$ cat src/rtl/accumulator_sequencer.sv
// Sequences one run of the shared accumulator: clear, forward `count` operands, drain, capture, pulse done.
// Optional stall performance counter is built only when ACC_SEQ_STALL_CNT_EN is defined.
module accumulator_sequencer #(
  parameter int ACC_WIDTH    = 64,
  parameter int ADD_WIDTH    = 64,
  parameter int CNT_WIDTH    = 16,
  parameter int DRAIN_CYCLES = 2
) (
  input  logic                 clk,
  input  logic                 rst,
  input  logic                 start,
  input  logic [CNT_WIDTH-1:0] count,
  input  logic                 abort,
  output logic                 busy,
  input  logic                 s_valid,
  output logic                 s_ready,
  input  logic [ADD_WIDTH-1:0] s_data,
  output logic                 acc_clear,
  output logic                 acc_en,
  output logic [ADD_WIDTH-1:0] acc_add,
  input  logic [ACC_WIDTH-1:0] acc_data,
  output logic [ACC_WIDTH-1:0] result,
  output logic                 done,
  output logic [CNT_WIDTH-1:0] remaining,
  output logic [31:0]          stall_cycles
);

  localparam int DW = $clog2(DRAIN_CYCLES + 1);

  typedef enum logic [2:0] {
    S_IDLE  = 3'd0,
    S_CLEAR = 3'd1,
    S_RUN   = 3'd2,
    S_DRAIN = 3'd3,
    S_DONE  = 3'd4
  } state_t;

  state_t                 state_q;
  logic                   busy_q;
  logic                   s_ready_q;
  logic                   acc_clear_q;
  logic                   done_q;
  logic [ACC_WIDTH-1:0]   result_q;
  logic [CNT_WIDTH-1:0]   remaining_q;
  logic [DW-1:0]          drain_q;
  logic                   beat_d;
  logic [CNT_WIDTH-1:0]   remaining_d;

  // s_ready is a registered state flag, so a beat never loops back through s_valid.
  assign beat_d      = s_valid & s_ready_q;
  assign remaining_d = beat_d ? remaining_q - CNT_WIDTH'(1) : remaining_q;

  always_ff @(posedge clk) begin
    if (rst) begin
      state_q     <= S_IDLE;
      busy_q      <= 1'b0;
      s_ready_q   <= 1'b0;
      acc_clear_q <= 1'b0;
      done_q      <= 1'b0;
      result_q    <= '0;
      remaining_q <= '0;
      drain_q     <= '0;
    end else begin
      acc_clear_q <= 1'b0;
      done_q      <= 1'b0;
      case (state_q)
        S_IDLE: begin
          if (start) begin
            state_q     <= S_CLEAR;
            busy_q      <= 1'b1;
            acc_clear_q <= 1'b1;
            remaining_q <= count;
          end
        end
        S_CLEAR: begin
          if (abort) begin
            state_q     <= S_IDLE;
            busy_q      <= 1'b0;
            remaining_q <= '0;
          end else if (remaining_q != '0) begin
            state_q   <= S_RUN;
            s_ready_q <= 1'b1;
          end else begin
            state_q <= S_DRAIN;
            drain_q <= DW'(DRAIN_CYCLES);
          end
        end
        S_RUN: begin
          if (abort) begin
            state_q     <= S_IDLE;
            busy_q      <= 1'b0;
            s_ready_q   <= 1'b0;
            remaining_q <= '0;
          end else begin
            remaining_q <= remaining_d;
            if (beat_d && remaining_d == '0) begin
              state_q   <= S_DRAIN;
              s_ready_q <= 1'b0;
              drain_q   <= DW'(DRAIN_CYCLES);
            end
          end
        end
        S_DRAIN: begin
          if (abort) begin
            state_q     <= S_IDLE;
            busy_q      <= 1'b0;
            remaining_q <= '0;
            drain_q     <= '0;
          end else begin
            drain_q <= drain_q - DW'(1);
            if (drain_q == DW'(1)) begin
              result_q <= acc_data;
              state_q  <= S_DONE;
              done_q   <= 1'b1;
            end
          end
        end
        S_DONE: begin
          state_q <= S_IDLE;
          busy_q  <= 1'b0;
        end
        default: begin
          state_q   <= S_IDLE;
          busy_q    <= 1'b0;
          s_ready_q <= 1'b0;
        end
      endcase
    end
  end

  assign busy      = busy_q;
  assign s_ready   = s_ready_q;
  assign acc_clear = acc_clear_q;
  assign done      = done_q;
  assign result    = result_q;
  assign remaining = remaining_q;
  assign acc_en    = beat_d;
  assign acc_add   = beat_d ? s_data : '0;

`ifdef ACC_SEQ_STALL_CNT_EN
  logic [31:0] stall_q;
  logic [31:0] stall_d;

  // Restarts on each accepted start; otherwise holds across done/abort and saturates.
  always_comb begin
    stall_d = stall_q;
    if (state_q == S_IDLE && start) begin
      stall_d = '0;
    end else if (state_q == S_RUN && !s_valid && stall_q != '1) begin
      stall_d = stall_q + 32'd1;
    end
  end

  always_ff @(posedge clk) begin
    if (rst) begin
      stall_q <= '0;
    end else begin
      stall_q <= stall_d;
    end
  end

  assign stall_cycles = stall_q;
`else
  assign stall_cycles = '0;
`endif

endmodule

$ cat config.mk
export PLATFORM = sky130hd
export DESIGN_NAME = accumulator_sequencer
export DESIGN_NICKNAME = d
export VERILOG_FILES = /design/src/rtl/accumulator_sequencer.sv
export SDC_FILE = /design/constraint.sdc
export NUM_CORES = 1
export LEC_CHECK = 0
export CAP_MARGIN = 0
export CORE_ASPECT_RATIO = 0.7
export CORE_MARGIN = 3
export CORE_UTILIZATION = 33
export DETAILED_ROUTE_END_ITERATION = 10
export PLACE_DENSITY = 0.86
export SLEW_MARGIN = 20
export SYNTH_ARGS = -nofsm -noshare
export SYNTH_HDL_FRONTEND = slang
export SYNTH_SLANG_ARGS = --single-unit
$ cat constraint.sdc
create_clock -name clk -period 2.3 [get_ports clk]
set_input_delay 0.46 -clock clk [delete_from_list [all_inputs] [get_ports clk]]
set_output_delay 0.46 -clock clk [all_outputs]
set_load 0.005 [all_outputs]
==> out/metrics.cfg, run 1 <==
[route]
routed_wirelength_microns = 18500
drt_iter0_markers = 440
drc = 0
via_count = 5347
wl_per_cell_microns = 16.8
ant_nets = 0
via_per_inst = 4.87
first_pass_iters = 5

[hold_path]
hold_class = reg2reg
min_path_cells = 2

[timing]
setup_viol = 0
drv_slew = 0
layout_min_cycle_time_ns = 2.22
slew_headroom_pct = 59.3
fin_skew_ns = 0.0109
fmax_mhz = 451
fin_crit_sh_pct = 96.4
setup_tns_ns = 0
hold_viol_final = 0
tightest_slew_ns = 0.610
rsz0062_at_grt = false

[yosys]
synth.distinct_cells = 53
synth-simple-area-share_pct = 32.0
synth-xor-area-share_pct = 2.22
ys_ff_latch = 89
synth_area_per_cell_sq_um = 7.52
yosys.area.top_type = dfxtp_1
synth-edff-count = 0
yosys-top-cells-area = dfxtp_1 (38%), nand2_1 (12%), and3_1 (8.7%)
yosysWarnings = 0
synth_fa_ha_area_share_pct = 0.803
syn_inst = 622
synthFlopType = dfxtp_1
synth_compound_area_share_pct = 15.9
synth_top_family_by_area = simple AND/OR/NAND/NOR gates
async_flop_share_pct = 0
synth_top_area_share_pct = 38.1
syn_area_sq_um = 4670
ys_seq_area_share_pct = 38.1
synth_mux_area_share_pct = 0

[clock_tree]
tritoncts = built
cts.sinks = 89
cts_setup_buffers = 0
clk_latency_ns = 0.33
htreeDepth = 3
holdBufCountCts = 0
cts_made_buffers = 9
clk_pin_slew_ns = 0.07
cts_root_buf = clkbuf_16
clockBufferDepth = 2

[floorplanning]
start_util_pct = 34.7
core_area_sq_um = 13500
die_h_microns = 106
rows = 35
dieArea_sq_um = 15700
die_w_microns = 148
ioPinCount = 330

[placed_design]
place_hpwl_microns = 14200
gp_congestion = 0.908
place_area_sq_um = 7830
portBuffers = 297

[finish]
drive_above_1_share_pct = 7.67
final_util_pct = 60.5
layout.nets = 1060
area_growth_pct = 74.5
final_cell_mix = clkdlybuf4s50_1 (294), nand2_1 (147), dfxtp_1 (88)
insertedDiodeCount = 0
nFillCells = 1201
finalInstanceArea_sq_um = 8160
layout_commonest_cell = clkdlybuf4s50_1

[critical_path]
reg2regPathDepth = 9
worstPathRequired_ns = 1.84
critical_path_arrival_ns = 1.76
cp-start-kind = input pin
end_kind = output port
worst-path-max-fanout = 1
worst-setup-path-type = in2out

[grt]
first_global_vias = 5009
antenna_found_initial = 0
grt_pass1_wl_microns = 28300
overflow = 0
gr-usage-all-layers_pct = 22.4
grt_max_degree = 70

[power]
p_per_area_nw_per_um2 = 567
max-vdd-ir-drop_mv = 0.402
leakagePower_nw = 3.17

[flow_run]
drv_cap = 0

[outcome]
status = finished, final reports clean

critical path, cell delays in order:
cell,delay [ns]
clkdlybuf4s50_1,0.54
and3_1,0.23
clkdlybuf4s50_1,0.52
registers in the layout, indices dropped and copies added, names as in the netlist:
signal     count
done           1
remaining     16
busy           1
acc_clear      1
s_ready        1
drain_q        2
result        64
state_q        3
repair_timing:
item,CTS,global route
gates resized for setup,2,1
cloned,0,1
endpoints found under the setup margin,52,4
hold endpoints to repair,0,0
cell type report:
cell class | count | area (sq um) | share of cell area (%)
Multi-Input combinational cell | 469 | 2510 | 30.8
Sequential cell | 89 | 1780 | 21.9
Inverter | 8 | 30.0 | 0.368
Clock buffer | 10 | 229 | 2.81
Tap cell | 185 | 231 | 2.84
Timing Repair Buffer | 331 | 3300 | 40.5
Clock inverter | 6 | 73.8 | 0.905
routing by layer:
layer / routed length (microns) / track usage (%)
met5: 0 / 0
met4: 197 / 4.28
met3: 1390 / 5.33
met2: 8510 / 34.1
met1: 8370 / 32.3
Yosys cell counts, drive strengths merged, types with 2 or more instances:
cell,count
o211ai,2
o21ai,14
a32o,2
and2,3
or2,4
o31ai,2
nand2b,4
a221oi,5
xor2,8
nor3b,3
nor3,17
inv,8
a211oi,4
nor2b,2
a22oi,4
nor4b,5
xnor2,3
a21oi,73
a31oi,4
nand4,5
buf,52
a2bb2oi,3
clkbuf,35
nor2,32
ha,3
or3,2
nor4,5
and3,65
dfxtp,89
nand2,148
a311oi,2
through the flow:
| stage | worst slack [ns] | cells | power [W] | hold slack [ns] |
|---|---|---|---|---|
| after floorplan | 0.311 | 653 | 0.00241 | 0.453 |
| after global placement | -0.134 | 1081 | 0.00310 | 0.440 |
| after detailed placement | -0.163 | 1081 | 0.00312 | 0.446 |
| after CTS | 0.0536 | 1097 | 0.00462 | 0.455 |
| after global routing | 0.0498 | 1098 | 0.00487 | 0.470 |
| final | 0.0825 | 1098 | 0.00463 | 0.453 |
worst paths after layout:
kind	start	end	slack [ns]
worst min register to register	result[50]	result[50]	0.45
worst max-delay path	s_data[1]	acc_add[1]	0.08
worst min-delay path	result[50]	result[50]	0.45
worst max register to register	remaining[0]	s_ready	0.22
kinds of logic (layout without fill, tap and decap cells):
logic type	Yosys count	in the layout
and+or+nand+nor	300	300
AOI/OAI and AO/OA	123	123
buffers and inverters	95	355
DFF	89	89
xor gates and xnor gates	11	11
adders and majority gates	3	3
other	1	32
power breakdown:
part / total, W / switching [W] / internal, W / leakage [nW]
clock network: 0.00149 / 0.000630 / 0.000856 / 0.141
registers: 0.00174 / 0.000137 / 0.00161 / 0.721
logic: 0.00140 / 0.000610 / 0.000786 / 2.31
total: 0.00463 / 0.00138 / 0.00325 / 3.17
(Power assumes the default switching activity.)
==> inputs of run 2 (changes only) <==
--- a/config.mk
+++ b/config.mk
@@ -6,11 +6,13 @@
 export NUM_CORES = 1
 export LEC_CHECK = 0
 export CAP_MARGIN = 0
+export CELL_PAD_IN_SITES_DETAIL_PLACEMENT = 0
+export CELL_PAD_IN_SITES_GLOBAL_PLACEMENT = 1
 export CORE_ASPECT_RATIO = 0.7
 export CORE_MARGIN = 3
-export CORE_UTILIZATION = 33
+export CORE_UTILIZATION = 23
 export DETAILED_ROUTE_END_ITERATION = 10
-export PLACE_DENSITY = 0.86
+export PLACE_DENSITY = 0.89
 export SLEW_MARGIN = 20
 export SYNTH_ARGS = -nofsm -noshare
 export SYNTH_HDL_FRONTEND = slang
==> out/metrics.cfg, run 2 (synthesis gave the netlist of run 1 again) <==
[critical_path]
end_kind = output port
worst-path-max-fanout = 13
cpPeakStageDelay_ns = 0.54
worst-setup-path-type = in2out
worst_path_max_delay_cell = clkdlybuf4s50_1
cp-start-kind = input pin
critical_path_arrival_ns = 1.77
worstPathRequired_ns = 1.84
path_cells = clkdlybuf4s15_1 -> bufbuf_16 -> and3_1 -> clkdlybuf4s50_1
r2r_slack_ns = 0.22

[grt]
first_global_vias = 4855
gr-usage-all-layers_pct = 16.3
overflow = 0
antenna_found_initial = 0
grt_max_degree = 65
grt_pass1_wl_microns = 29100

[route]
met2_length_microns = 8460
first_pass_iters = 4
ant_nets = 0
met1Wirelength_microns = 9200
via_count = 5241
dr_wl_met3_microns = 1310
wl_per_cell_microns = 16.1
via_per_inst = 4.44
routed_wirelength_microns = 19100
drc = 0
drt_iter0_markers = 349
top_layer = met4

[timing]
fmax_mhz = 448
setup_tns_ns = 0
tightest_slew_ns = 0.576
slew_headroom_pct = 61.0
fin_crit_sh_pct = 97.0
setup_viol = 0
drv_slew = 0
layout_min_cycle_time_ns = 2.23
hold_viol_final = 0
rsz0062_at_grt = false
fin_skew_ns = 0.00922

[clock_tree]
htreeDepth = 3
clk_latency_ns = 0.34
tritoncts = built
clockBufferDepth = 2
cts_root_buf = clkbuf_16
holdBufCountCts = 0
cts_setup_buffers = 0
cts_made_buffers = 9
cts.sinks = 89
clk_pin_slew_ns = 0.07

[power]
leakagePower_nw = 3.21
p_per_area_nw_per_um2 = 556
max-vdd-ir-drop_mv = 0.350

[floorplanning]
dieArea_sq_um = 22100
rows = 42
die_h_microns = 125
ioPinCount = 330
start_util_pct = 24.1
die_w_microns = 176
core_area_sq_um = 19400

[placed_design]
gp_congestion = 0.854
place_hpwl_microns = 14600
placedCellCount = 1163
portBuffers = 297

[finish]
final_cell_mix = clkdlybuf4s50_1 (295), nand2_1 (147), dfxtp_1 (88)
layout_commonest_cell = clkdlybuf4s50_1
largest_register_ff_count = 64
insertedDiodeCount = 0
drive_above_1_share_pct = 8.18
area_growth_pct = 77.9
final_cells = 1181
layout.nets = 1064

[hold_path]
hold_class = reg2reg

[flow_run]
drv_cap = 0

[outcome]
status = finished, final reports clean

-- run 2: changes by cell type in the layout (fill, tap and decap cells not counted), sizes merged --
cell / delta
buf: +3
inv: +3
bufbuf: +2
clkbuf: -2
clkinvlp: -2
dlygate4sd2: -2
bufinv: -1
clkdlybuf4s15: +1
clkdlybuf4s50: +1
clkinv: +1
-- run 2: layer usage --
layer,GRT usage [%],vias to the layer above
met3,4.18,9
met4,2.22,0
met1,24.7,2429
met5,0,-
met2,23.8,171
li1,-,2632
-- run 2: path summary, 6_finish.rpt --
check | start | to | cells past startpoint
max | s_valid | acc_add[39] | 4
min | result[5] | result[5] | 2
max reg2reg | s_ready | s_ready | 8
min reg2reg | result[5] | result[5] | 2
-- run 2: cell type report --
class	count	area, sq um
clock inverters	7	68.8
fillers	1913	11100
clock buffers	9	225
repair buffers	335	3370
well taps	264	330
multi-input cells	469	2510
inverters	8	30.0
flip-flops and latches	89	1790
-- run 2: repair_timing --
action,4_1_cts,5_1_grt
cloned,2,0
endpoints found under the hold margin,0,0
resized for setup,2,2
endpoints found under the setup margin,54,1
-- run 2: worst max-delay path, delay by kind of cell --
kind                   cells  cell delay [ns]
and+or+nand+nor            1             0.15
buffers and inverters      3             1.15
-- run 2: report_power, final --
part           internal, W  switching [W]  total (W)
sequential         0.00161       0.000131    0.00174
clock             0.000768       0.000695    0.00146
combinational     0.000822       0.000604    0.00143
total              0.00320        0.00143    0.00463
-- run 2: per-stage QoR --
step	total power [W]	setup WS [ns]	utilization, %	hold slack (ns)	instance area [sq um]
final	0.00463	0.0694	42.9	0.453	8320
after global routing	0.00488	0.0165	42.9	0.467	8320
after CTS	0.00467	0.0500	42.9	0.447	8310
after detailed placement	0.00313	-0.202	41.0	0.446	7950
after global placement	0.00313	-0.193	41.0	0.440	7950
after floorplan	0.00241	0.311	-	0.453	4790
==> inputs of run 3 (changes only) <==
--- a/config.mk
+++ b/config.mk
@@ -5,6 +5,7 @@
 export SDC_FILE = /design/constraint.sdc
 export NUM_CORES = 1
 export LEC_CHECK = 0
+export ABC_CLOCK_PERIOD_IN_PS = 2300
 export CAP_MARGIN = 0
 export CELL_PAD_IN_SITES_DETAIL_PLACEMENT = 0
 export CELL_PAD_IN_SITES_GLOBAL_PLACEMENT = 1
==> results of run 3 <==
Same layout as run 2: the final DEF is identical, and so are final timing and power.
